[config.mk]
export PLATFORM = sky130hd
export DESIGN_NAME = fifo_ptr_ctrl
export DESIGN_NICKNAME = d
export VERILOG_FILES = /design/src/rtl/fifo_ctrl_pkg.sv /design/src/rtl/fifo_ptr_cnt.sv /design/src/rtl/fifo_ptr_ctrl.sv
export SDC_FILE = /design/constraint.sdc
export NUM_CORES = 1
export LEC_CHECK = 0
export ABC_CLOCK_PERIOD_IN_PS = 3000
export BUFFER_PORTS_ARGS = -buffer_cell sky130_fd_sc_hd__buf_2
export CORE_UTILIZATION = 49
export DETAILED_ROUTE_END_ITERATION = 8
export GPL_ROUTABILITY_DRIVEN = 0
export MAX_ROUTING_LAYER = met4
export PLACE_DENSITY = 0.77
export SETUP_SLACK_MARGIN = 0.15
export SYNTH_ARGS = -nofsm -noshare
export SYNTH_HDL_FRONTEND = slang
export SYNTH_SLANG_ARGS = --single-unit
[constraint.sdc]
create_clock -name clk -period 3 [get_ports clk]
set_input_delay 0.45 -clock clk [delete_from_list [all_inputs] [get_ports clk]]
set_output_delay 0.45 -clock clk [all_outputs]
set_load 0.05 [all_outputs]
[src/rtl/fifo_ctrl_pkg.sv]
// Shared definitions for the 16-entry register-file FIFO controller.
// Holds the default geometry, the pointer/count types and an elaboration helper.
package fifo_ctrl_pkg;

  localparam int unsigned AW    = 4;
  localparam int unsigned DEPTH = 16;

  // Pointers carry one extra wrap bit so full and empty can be told apart.
  typedef logic [AW:0] ptr_t;
  typedef logic [AW:0] count_t;

  // True when the entry count matches the address space exactly.
  function automatic bit depth_ok(input int unsigned aw, input int unsigned depth);
    return depth == (32'd1 << aw);
  endfunction

endpackage

[src/rtl/fifo_ptr_cnt.sv]
// Wrap-around pointer counter for the FIFO controller.
// Ports:
//   clk - rising-edge clock
//   clr - synchronous clear, active-high, wins over inc
//   inc - advance the pointer by one (modulo 2**W)
//   q   - current pointer value
module fifo_ptr_cnt
  import fifo_ctrl_pkg::*;
#(
  parameter int unsigned W = $bits(ptr_t)
) (
  input  logic         clk,
  input  logic         clr,
  input  logic         inc,
  output logic [W-1:0] q
);

  logic [W-1:0] cnt_d, cnt_q;

  // Natural overflow gives the wrap from all-ones back to zero.
  always_comb begin
    cnt_d = cnt_q + W'(inc);
  end

  always_ff @(posedge clk) begin
    if (clr) begin
      cnt_q <= '0;
    end else begin
      cnt_q <= cnt_d;
    end
  end

  assign q = cnt_q;

endmodule

[src/rtl/fifo_ptr_ctrl.sv]
// Pointer and flag controller for a 2**AW-entry register-file FIFO.
// Drives the write-select decoder and the read mux; the storage lives elsewhere.
// Optional almost-full/almost-empty flags are built when FIFO_CTRL_ALMOST_EN is defined.
// Ports:
//   clk, rst          - clock and synchronous active-high reset
//   push, pop         - client requests
//   dec_addr, dec_en  - decoder write address and enable (same cycle as push)
//   rd_addr           - read-mux select for the head entry
//   full, empty       - occupancy flags
//   count             - occupancy 0..DEPTH
//   ovf, udf          - one-cycle pulses for a rejected push / pop
//   almost_full/empty - optional threshold flags
module fifo_ptr_ctrl #(
  parameter int unsigned AW       = 4,
  parameter int unsigned DEPTH    = 16,
  parameter int unsigned AF_LEVEL = 14,
  parameter int unsigned AE_LEVEL = 2
) (
  input  logic          clk,
  input  logic          rst,
  input  logic          push,
  input  logic          pop,
  output logic [AW-1:0] dec_addr,
  output logic          dec_en,
  output logic [AW-1:0] rd_addr,
  output logic          full,
  output logic          empty,
  output logic [AW:0]   count,
  output logic          ovf,
  output logic          udf
`ifdef FIFO_CTRL_ALMOST_EN
  ,
  output logic          almost_full,
  output logic          almost_empty
`endif
);

  import fifo_ctrl_pkg::*;

  if (!depth_ok(AW, DEPTH)) begin : g_bad_depth
    $error("fifo_ptr_ctrl: DEPTH must equal 2**AW");
  end

  logic [AW:0] wr_ptr, rd_ptr;
  logic        push_acc, pop_acc;
  logic        ovf_q, udf_q;

  fifo_ptr_cnt #(
    .W (AW + 1)
  ) u_wr_ptr (
    .clk (clk),
    .clr (rst),
    .inc (push_acc),
    .q   (wr_ptr)
  );

  fifo_ptr_cnt #(
    .W (AW + 1)
  ) u_rd_ptr (
    .clk (clk),
    .clr (rst),
    .inc (pop_acc),
    .q   (rd_ptr)
  );

  always_comb begin
    count = wr_ptr - rd_ptr;
    empty = (wr_ptr == rd_ptr);
    full  = (wr_ptr[AW-1:0] == rd_ptr[AW-1:0]) && (wr_ptr[AW] != rd_ptr[AW]);
    // A pop in the same cycle frees the slot, so a push to a full FIFO still lands.
    push_acc = push & (~full | pop);
    // No fall-through: an empty FIFO cannot pop the entry being pushed.
    pop_acc  = pop & ~empty;
  end

  assign dec_addr = wr_ptr[AW-1:0];
  assign dec_en   = push_acc & ~rst;
  assign rd_addr  = rd_ptr[AW-1:0];

  always_ff @(posedge clk) begin
    if (rst) begin
      ovf_q <= 1'b0;
      udf_q <= 1'b0;
    end else begin
      ovf_q <= push & ~push_acc;
      udf_q <= pop & ~pop_acc;
    end
  end

  assign ovf = ovf_q;
  assign udf = udf_q;

`ifdef FIFO_CTRL_ALMOST_EN
  localparam logic [AW:0] AfLevel = (AW + 1)'(AF_LEVEL);
  localparam logic [AW:0] AeLevel = (AW + 1)'(AE_LEVEL);

  logic [AW:0] count_d;
  logic        almost_full_q, almost_empty_q;

  // Registered from next-state occupancy so these move together with full/empty.
  always_comb begin
    count_d = count + (AW + 1)'(push_acc) - (AW + 1)'(pop_acc);
  end

  always_ff @(posedge clk) begin
    if (rst) begin
      almost_full_q  <= 1'b0;
      almost_empty_q <= 1'b1;
    end else begin
      almost_full_q  <= (count_d >= AfLevel);
      almost_empty_q <= (count_d <= AeLevel);
    end
  end

  assign almost_full  = almost_full_q;
  assign almost_empty = almost_empty_q;
`endif

endmodule

==> results.py, run 1 <==
metrics = {
    "setup_path": {
        "r2r_cells": 10,
        "crit_fanout": 3,
        "required_ns": 2.55,
        "critPathLaunch": "u_wr_ptr.q[0]",
        "rrSetupSlack_ns": 0.88,
        "setup.worst_path.class": "register to primary output",
        "cp-end-kind": "primary output",
        "crit_arrival_ns": 2.00,
        "path_cells": "inv_1, ha_1, fa_1, nand2b_1, a21oi_1, xnor2_1, buf_2",
        "cp_top_family": "adder cells",
        "startpoint_type": "register",
        "cp_slowest_cell": "fa_1",
        "cp.depth": 7,
        "reg2reg_from": "u_rd_ptr.q[2]",
        "crit_path_max_incr_delay_ns": 0.40,
        "critical_path.n_buffers_inverters": 2,
    },
    "placed_design": {
        "dpl_cell_area_sq_um": 774,
        "place_hpwl_um": 916,
        "port_buffers": 21,
    },
    "min_path": {
        "min_path_type": "input pin to register",
        "hp-start": "push",
        "whs_path_depth": 2,
    },
    "clock_tree": {
        "clk_path_buf_depth": 2,
        "postCtsHoldBufs": 0,
        "cts_num_sinks": 12,
        "cts_root_buf": "clkbuf_4",
        "clkLatencyLatePin_ns": 0.27,
        "clk_pin_slew_worst_paths_ns": 0.08,
        "numCtsBuffers": 3,
        "cts_tree": "yes",
        "h-tree-depth": 1,
        "post-cts-setup-buffers": 0,
        "cts_repair_resize_count": 0,
    },
    "timing": {
        "worst_pin_slew_ns": 0.265,
        "timing.fmax_mhz": 408,
        "setup_tns_ns": 0,
        "post-route-period-util_pct": 81.8,
        "final-setup-viol-count": 0,
        "rsz0062_at_grt": "false",
        "maxSlewViolCount": 0,
        "fin_skew_ns": 0.00472,
        "hold_viol_final": 0,
        "holdWs_ns": 0.442,
        "fin_crit_ns": 2.45,
        "relSlewSlack_pct": 82.3,
    },
    "layout": {
        "fillers": 127,
        "syn_to_final_growth_pct": 11.6,
        "drive_gt1_share_pct": 28.0,
        "fin_area_sq_um": 797,
        "nets": 108,
        "fin_util_pct": 59.8,
        "diodes": 0,
        "final_common_cell": "buf_2",
        "final_cell_mix": "buf_2 (21), dfxtp_1 (12), nor2_1 (10), ha_1 (8), inv_1 (7)",
    },
    "synth": {
        "synth_nets": 91,
        "synthDistinctLibCells": 20,
        "synth_top_area_share_pct": 33.6,
        "synth-seq-area-share_pct": 33.6,
        "synth_top_area_cell": "dfxtp_1",
        "synth_area_leaders": "dfxtp_1 (34%), ha_1 (14%), buf_4 (8.4%)",
        "ys_ff_latch": 12,
        "yosysWarnings": 0,
        "syn_area_sq_um": 714,
        "syn_avg_cell_area_sq_um": 9.16,
        "syn_inst": 78,
    },
    "run_status": {
        "outcome": "complete, no violations",
    },
    "drt": {
        "drt_wl_total_mm": 1.15,
        "drt_iter0_markers": 4,
        "post_drt_via_cell_ratio": 4.71,
        "firstDrtPassIters": 3,
        "wire_per_inst_um": 10.6,
        "ant_nets": 0,
        "drc_errors": 0,
        "vias": 509,
    },
    "power_and_ir_drop": {
        "netSwitchingFraction_pct": 48.1,
        "ir_drop_v": 0.000445,
        "finalPower_uw": 548,
        "comb_power_share_pct": 49.6,
        "seqPwrFrac_pct": 32.5,
        "internal_power_uw": 284,
        "power-per-cell-area_nw_per_um2": 687,
        "clkPwrFrac_pct": 17.9,
        "leakage_nw": 0.409,
        "p_sw_uw": 264,
    },
    "global_route": {
        "met3_usage_pct": 3.33,
        "met1_usage_pct": 21.2,
        "grt_pass1_vias": 436,
        "grt_busiest_layer": "met2",
        "grt.total_usage_pct": 17.8,
        "antenna_found_initial": 0,
        "grt_first_pass_wirelength_mm": 1.78,
        "met2_usage_pct": 27.0,
        "gr-total-overflow": 0,
        "grt_max_degree": 14,
    },
    "floorplan": {
        "start_util_pct": 53.6,
        "num_io_pins": 22,
        "die_area_sq_um": 1610,
        "die_h_um": 40.2,
        "row_count": 13,
        "die_w_um": 40.2,
        "core_sq_um": 1330,
    },
    "flow_run": {
        "max-cap-violations": 0,
    },
}
[flip-flops by register name, indices dropped and copies added, names as in the netlist]
signal,flops
u_rd_ptr.q,5
u_wr_ptr.q,5
udf,1
ovf,1
[worst register-to-register path, cell delays in order, from the launching register on]
cell	delay, ns
dfxtp_1	0.39
inv_1	0.06
ha_1	0.37
nand4_2	0.18
nor3_2	0.20
nor2b_1	0.08
ha_1	0.20
ha_1	0.21
nand3_1	0.12
xor2_1	0.16
nor2_1	0.05
[final cells by class]
type                       count  area [sq um]  share of cell area, %
sequential                    12           240                   30.1
tap                           15          18.8                   2.35
inverter                       7          26.3                   3.30
timing repair buffer          21           105                   13.2
clock buffer                   3          22.5                   2.83
multi-input combinational     50           384                   48.2
[per-layer routing]
| layer | part of all wire (%) | routed length (um) |
|---|---|---|
| met5 | 0 | 0 |
| met4 | 1.5 | 17 |
| met3 | 6.5 | 75 |
| met2 | 41 | 476 |
| met1 | 50 | 580 |
[power groups by stage]
stage	clock network [mW]	registers, mW	logic [mW]
after floorplan	0	0.187	0.225
after global placement	0	0.182	0.271
after detailed placement	0	0.182	0.273
after CTS	0.103	0.178	0.274
after global routing	0.108	0.180	0.289
final	0.0982	0.178	0.272
[kinds of logic (layout without fill, tap and decap cells)]
logic type      Yosys count  after routing  share of synthesized area, %
simple gates             27             27                          21.4
buf+inv                  16             31                          12.6
flops                    12             12                          33.6
xor+xnor                 11             11                          13.5
fa+ha+maj                 9              9                          16.8
compound gates            3              3                          2.10
[synthesized netlist by cell type, drive strengths merged]
cell type  number
dfxtp          12
nor2           10
buf             9
ha              8
inv             7
nor2b           6
xnor2           6
xor2            5
nand3           4
a21oi           2
and3b           1
fa              1
nand2           1
nand2b          1
nand4           1
nor3            1
nor3b           1
nor4b           1
o21ai           1
[through the flow]
stage               cells  setup WS (ns)
global route          108          0.440
floorplan              78          0.440
CTS                   108          0.522
global placement      105          0.861
finish                108          0.546
detailed placement    105          0.827
[final timing paths]
check | to
hold / removal | ovf
hold reg to reg | u_rd_ptr.q[2]
setup reg to reg | u_wr_ptr.q[4]
setup / recovery | count[4]
No activity file was read; power rests on OpenSTA's default activity.
==> run 2: changes to the inputs <==
--- a/config.mk
+++ b/config.mk
@@ -5,13 +5,14 @@
 export SDC_FILE = /design/constraint.sdc
 export NUM_CORES = 1
 export LEC_CHECK = 0
-export ABC_CLOCK_PERIOD_IN_PS = 3000
+export ABC_AREA = 1
+export ABC_CLOCK_PERIOD_IN_PS = 2000
 export BUFFER_PORTS_ARGS = -buffer_cell sky130_fd_sc_hd__buf_2
-export CORE_UTILIZATION = 49
+export CORE_UTILIZATION = 45
 export DETAILED_ROUTE_END_ITERATION = 8
 export GPL_ROUTABILITY_DRIVEN = 0
 export MAX_ROUTING_LAYER = met4
-export PLACE_DENSITY = 0.77
+export PLACE_DENSITY = 0.73
 export SETUP_SLACK_MARGIN = 0.15
 export SYNTH_ARGS = -nofsm -noshare
 export SYNTH_HDL_FRONTEND = slang
==> constraint.sdc (replaced) <==
create_clock -name clk -period 2 [get_ports clk]
set_input_delay 0.3 -clock clk [delete_from_list [all_inputs] [get_ports clk]]
set_output_delay 0.3 -clock clk [all_outputs]
set_load 0.05 [all_outputs]
==> run 2 against run 1 <==
Worst setup slack got worse by 0.52 ns. Sequential cell count unchanged. Cell count grew 37%. Register-to-register slack got worse by 0.68 ns. First-iteration DRC count grew to 2.8 times the previous value. Critical endpoint unchanged.
==> results.py, run 2 <==
metrics = {
    "global_route": {
        "antenna_found_initial": 0,
        "grt_max_degree": 11,
        "grt_first_pass_wirelength_mm": 2.79,
        "gr-total-overflow": 0,
        "grt.total_usage_pct": 20.3,
        "grt_pass1_vias": 674,
    },
    "timing": {
        "final-setup-viol-count": 0,
        "fin_skew_ns": 0.00353,
        "timing.fmax_mhz": 507,
        "worst_pin_slew_ns": 0.252,
        "holdWs_ns": 0.293,
        "rsz0062_at_grt": "true",
        "relSlewSlack_pct": 83.3,
        "fin_crit_ns": 1.97,
        "hold_viol_final": 0,
        "post-route-period-util_pct": 98.6,
        "maxSlewViolCount": 0,
    },
    "synth": {
        "synth_top_area_share_pct": 30.0,
        "syn_area_sq_um": 800,
        "synth_area_leaders": "dfxtp_1 (30%), ha_1 (13%), inv_1 (8.0%)",
        "syn_inst": 106,
        "syn_avg_cell_area_sq_um": 7.54,
        "yosysWarnings": 0,
        "netlist_top_cells_count": "inv_1 (17), nand2_1 (16), dfxtp_1 (12)",
        "synthArstFlopShare_pct": 0,
        "synthDistinctLibCells": 20,
        "ys_ff_latch": 12,
        "ys.flop_type": "dfxtp_1",
        "synth-seq-area-share_pct": 30.0,
        "synth_top_area_cell": "dfxtp_1",
        "synth_most_common_cell": "inv_1",
        "synth_nets": 119,
        "synth-edff-count": 0,
    },
    "clock_tree": {
        "clkLatencyLatePin_ns": 0.28,
        "cts_num_sinks": 12,
        "h-tree-depth": 1,
        "clk_pin_slew_worst_paths_ns": 0.09,
        "clk_path_buf_depth": 2,
        "postCtsHoldBufs": 0,
        "cts_tree": "yes",
        "numCtsBuffers": 3,
        "cts_root_buf": "clkbuf_4",
    },
    "placed_design": {
        "dpl_cell_area_sq_um": 978,
        "place_hpwl_mm": 1.27,
        "port_buffers": 21,
    },
    "floorplan": {
        "die_w_um": 44.2,
        "row_count": 14,
        "start_util_pct": 50.7,
        "die_h_um": 44.2,
        "num_io_pins": 22,
        "die_area_sq_um": 1950,
        "core_sq_um": 1580,
    },
    "power_and_ir_drop": {
        "leakage_nw": 0.551,
        "ir_drop_v": 0.000837,
        "power-per-cell-area_nw_per_um2": 942,
    },
    "setup_path": {
        "cp-end-kind": "primary output",
        "crit_arrival_ns": 1.67,
        "startpoint_type": "register",
        "required_ns": 1.70,
        "crit_fanout": 5,
        "r2r_cells": 12,
        "rrSetupSlack_ns": 0.20,
        "setup.worst_path.class": "register to primary output",
        "worstReg2RegEnd": "u_rd_ptr.q[4]",
        "reg2reg_from": "u_rd_ptr.q[3]",
    },
    "min_path": {
        "whs_path_depth": 3,
        "min_path_type": "input pin to register",
        "min_to": "udf",
        "hp-start": "pop",
    },
    "flow_run": {
        "max-cap-violations": 0,
    },
    "drt": {
        "drt_iter0_markers": 11,
        "drc_errors": 0,
        "firstDrtPassIters": 5,
        "ant_nets": 0,
        "post_drt_via_cell_ratio": 5.00,
        "wire_per_inst_um": 12.2,
        "vias": 740,
        "drt_wl_total_mm": 1.81,
    },
    "layout": {
        "fin_util_pct": 72.5,
        "syn_to_final_growth_pct": 42.9,
        "fillers": 127,
        "nets": 146,
        "diodes": 0,
        "final_cell_mix": "nand2_1 (15), buf_2 (14), inv_2 (11), inv_1 (11), buf_4 (11)",
        "drive_gt1_share_pct": 58.3,
        "final_common_cell": "nand2_1",
        "fin_area_sq_um": 1140,
    },
    "run_status": {
        "outcome": "complete, no violations",
    },
}
==> run 2: final cells by class <==
| class | count | area [sq um] | share of cell area (%) |
|---|---|---|---|
| multi-input cells | 63 | 524 | 45.9 |
| flip-flops and latches | 12 | 258 | 22.6 |
| repair buffers | 31 | 231 | 20.3 |
| inverters | 22 | 82.6 | 7.23 |
| clock buffers | 3 | 22.5 | 1.97 |
| well taps | 16 | 20.0 | 1.75 |
| clock inverters | 1 | 3.75 | 0.329 |
==> run 2: what timing repair did <==
action                     4_1_cts  5_1_grt
setup endpoints to repair       11       13
pin swaps                        2        7
resized for setup               20       13
setup buffers                    3        3
==> run 2: how the worst max path moves through the flow <==
stage	cells past startpoint	slack [ns]	end	startpoint
4_1_cts	8	0.02	count[4]	u_wr_ptr.q[0]
6_report	7	0.03	count[4]	u_rd_ptr.q[1]
2_1_floorplan	12	0.05	u_rd_ptr.q[4]	u_rd_ptr.q[2]
3_3_place_gp	7	0.07	count[4]	u_wr_ptr.q[1]
3_5_place_dp	7	0.05	count[4]	u_wr_ptr.q[1]
5_1_grt	8	-0.05	count[4]	u_wr_ptr.q[0]
==> run 2: cell families after synthesis <==
| group | Yosys count | share of synthesized area [%] |
|---|---|---|
| flops | 12 | 30.0 |
| compound gates | 5 | 3.13 |
| fa+ha+maj | 9 | 15.0 |
| xor+xnor | 3 | 3.29 |
| simple gates | 46 | 30.0 |
| buf+inv | 31 | 18.5 |
==> run 2: worst max-delay path: stages, from the launching register on <==
cell and delay [ns]:
dfxtp_4 0.36, buf_4 0.16, fa_2 0.35, nand3b_1 0.19, nand2_1 0.07, nand2_1 0.06
nand2_2 0.07, buf_8 0.14
==> run 2: through the flow <==
stage	setup slack (ns)	setup TNS, ns	power (mW)	cells
6_report	0.0271	0	1.08	148
5_1_grt	-0.0531	-0.0531	1.13	148
4_1_cts	0.0214	0	1.03	145
3_5_place_dp	0.0508	0	0.803	138
3_3_place_gp	0.0692	0	0.794	138
2_1_floorplan	0.0457	0	0.716	106
==> run 2: power breakdown <==
group	internal (mW)	switching, mW	leakage, nW
clock network	0.0724	0.0935	0.0154
registers	0.254	0.0183	0.101
logic	0.240	0.397	0.434
==> run 2: routing by layer <==
metal,up-vias,wire [um],GRT usage [%]
met5,-,0,-
met1,353,793,24.4
met3,2,78,3.67
li1,368,-,-
met2,17,931,33.8
met4,0,8,7.27
==> run 3: changes to the inputs <==
--- a/config.mk
+++ b/config.mk
@@ -8,6 +8,7 @@
 export ABC_AREA = 1
 export ABC_CLOCK_PERIOD_IN_PS = 2000
 export BUFFER_PORTS_ARGS = -buffer_cell sky130_fd_sc_hd__buf_2
+export CORE_MARGIN = 3
 export CORE_UTILIZATION = 45
 export DETAILED_ROUTE_END_ITERATION = 8
 export GPL_ROUTABILITY_DRIVEN = 0
==> run 3 against run 2 <==
The run now ends with setup timing left. Cell count rose by 6.1%. Global-route usage fell by 1.9 points. Total power is 0.33% higher. First-iteration DRC count increased by 9.1%. Largest power group unchanged. Highest routed layer unchanged.
==> results.py, run 3 (synthesis gave the netlist of run 2 again) <==
metrics = {
    "timing": {
        "hold_viol_final": 0,
        "fin_ws_ns": -0.0154,
        "fin_crit_ns": 2.02,
        "fin_skew_ns": 0.00812,
        "final-setup-viol-count": 1,
        "setup_tns_ns": -0.0154,
        "relSlewSlack_pct": 83.1,
        "rsz0062_at_grt": "true",
        "maxSlewViolCount": 0,
        "worst_pin_slew_ns": 0.256,
        "post-route-period-util_pct": 101,
        "timing.fmax_mhz": 496,
    },
    "min_path": {
        "hp-start": "pop",
        "min_to": "udf",
        "whs_path_depth": 3,
        "min_path_type": "input pin to register",
    },
    "floorplan": {
        "num_io_pins": 22,
        "row_count": 14,
        "start_util_pct": 50.2,
        "core_sq_um": 1590,
        "die_w_um": 48.2,
        "die_h_um": 48.2,
        "die_area_sq_um": 2320,
    },
    "global_route": {
        "grt_max_degree": 11,
        "grt_pass1_vias": 661,
        "grt.total_usage_pct": 18.4,
        "met2_usage_pct": 31.5,
        "met1_usage_pct": 21.7,
        "grt_busiest_layer": "met2",
        "gr-total-overflow": 0,
        "antenna_found_initial": 0,
        "grt_first_pass_wirelength_mm": 2.87,
        "met3_usage_pct": 4.80,
    },
    "clock_tree": {
        "cts_root_buf": "clkbuf_4",
        "cts_tree": "yes",
        "h-tree-depth": 1,
        "clkLatencyLatePin_ns": 0.27,
        "clk_path_buf_depth": 2,
        "numCtsBuffers": 3,
        "clk_pin_slew_worst_paths_ns": 0.07,
        "postCtsHoldBufs": 0,
        "cts_num_sinks": 12,
    },
    "setup_path": {
        "crit_fanout": 2,
        "path_common_cell": "nand2_1",
        "setup.worst_path.class": "register to primary output",
        "startpoint_type": "register",
        "r2r_cells": 13,
        "required_ns": 1.70,
        "path_cells": "inv_2, ha_4, fa_2, nand3b_1, nand2_1, nand2_1, nand2_2, buf_8",
        "crit_path_max_incr_delay_ns": 0.34,
        "cp_slowest_cell": "dfxtp_2",
        "worstReg2RegEnd": "u_wr_ptr.q[4]",
        "crit_arrival_ns": 1.72,
        "reg2reg_from": "u_rd_ptr.q[3]",
        "rrSetupSlack_ns": 0.16,
        "cp-end-kind": "primary output",
    },
    "layout": {
        "diodes": 0,
        "final_cell_mix": "nand2_1 (15), buf_2 (14), inv_1 (12), buf_4 (11), inv_2 (9)",
        "syn_to_final_growth_pct": 45.1,
        "final_common_cell": "nand2_1",
        "drive_gt1_share_pct": 56.4,
        "nets": 147,
        "fin_util_pct": 72.8,
    },
    "power_and_ir_drop": {
        "internal_power_uw": 576,
        "power-per-cell-area_nw_per_um2": 930,
        "comb_power_share_pct": 60.2,
        "netSwitchingFraction_pct": 46.6,
        "clkPwrFrac_pct": 14.4,
        "leakage_nw": 0.559,
        "seqPwrFrac_pct": 25.3,
        "p_sw_uw": 503,
        "ir_drop_v": 0.000800,
    },
    "drt": {
        "firstDrtPassIters": 2,
        "vias": 723,
        "post_drt_via_cell_ratio": 4.61,
        "ant_nets": 0,
        "drt_wl_total_mm": 1.92,
        "drc_errors": 0,
        "wire_per_inst_um": 12.2,
        "drt_iter0_markers": 12,
    },
    "run_status": {
        "outcome": "complete, but fails checks",
        "violations": "setup timing",
    },
    "placed_design": {
        "place_hpwl_mm": 1.34,
        "port_buffers": 21,
    },
    "flow_run": {
        "max-cap-violations": 0,
    },
}
## run 3: power groups by stage
stage / registers, mW / clock network [mW] / logic (mW)
final: 0.273 / 0.156 / 0.650
after global routing: 0.276 / 0.171 / 0.692
after CTS: 0.274 / 0.157 / 0.587
after detailed placement: 0.279 / 0 / 0.522
after global placement: 0.278 / 0 / 0.518
after floorplan: 0.288 / 0 / 0.429
## run 3: worst max-delay path by stage
stage                              from       endpoint  depth (start not counted)
after global routing      u_wr_ptr.q[0]       count[4]                          8
after global placement    u_wr_ptr.q[1]       count[4]                          7
after CTS                 u_wr_ptr.q[0]       count[4]                          8
final                     u_wr_ptr.q[0]       count[4]                          8
after detailed placement  u_wr_ptr.q[1]       count[4]                          7
after floorplan           u_rd_ptr.q[2]  u_rd_ptr.q[4]                         12
## run 3: timing repair
| action | 4_1_cts | 5_1_grt |
|---|---|---|
| endpoints found under the setup margin | 9 | 12 |
| gates resized for setup | 20 | 12 |
| pin swaps | 3 | 2 |
| buffers inserted | 4 | 4 |
## run 3: worst max-delay path, delay by kind of cell (launching register included)
family        cells  cell delay, ns
fa+ha+maj         2            0.48
simple gates      4            0.44
flops             1            0.34
buf+inv           2            0.18
## run 3: final cells by class
cell class	count	area (sq um)
well taps	24	30.0
flip-flops and latches	12	256
fillers	123	434
clock buffers	4	26.3
inverters	22	85.1
repair buffers	32	239
multi-input cells	63	523
## run 3: per-stage QoR
stage	instances	instance area, sq um	power (mW)	hold slack [ns]	setup slack (ns)
final	157	1160	1.08	0.310	-0.0154
after global routing	157	1160	1.14	0.326	-0.0833
after CTS	153	1090	1.02	0.307	0.0460
after detailed placement	145	981	0.800	0.491	0.0489
after global placement	145	981	0.796	0.482	0.0791
after floorplan	106	888	0.716	0.446	0.0457
## run 3: per-layer routing
layer	wire length [um]	vias to the layer above	part of all wire, %
li1	-	377	-
met4	6	0	0.31
met3	70	2	3.7
met2	987	14	52
met5	0	-	0
met1	851	330	44
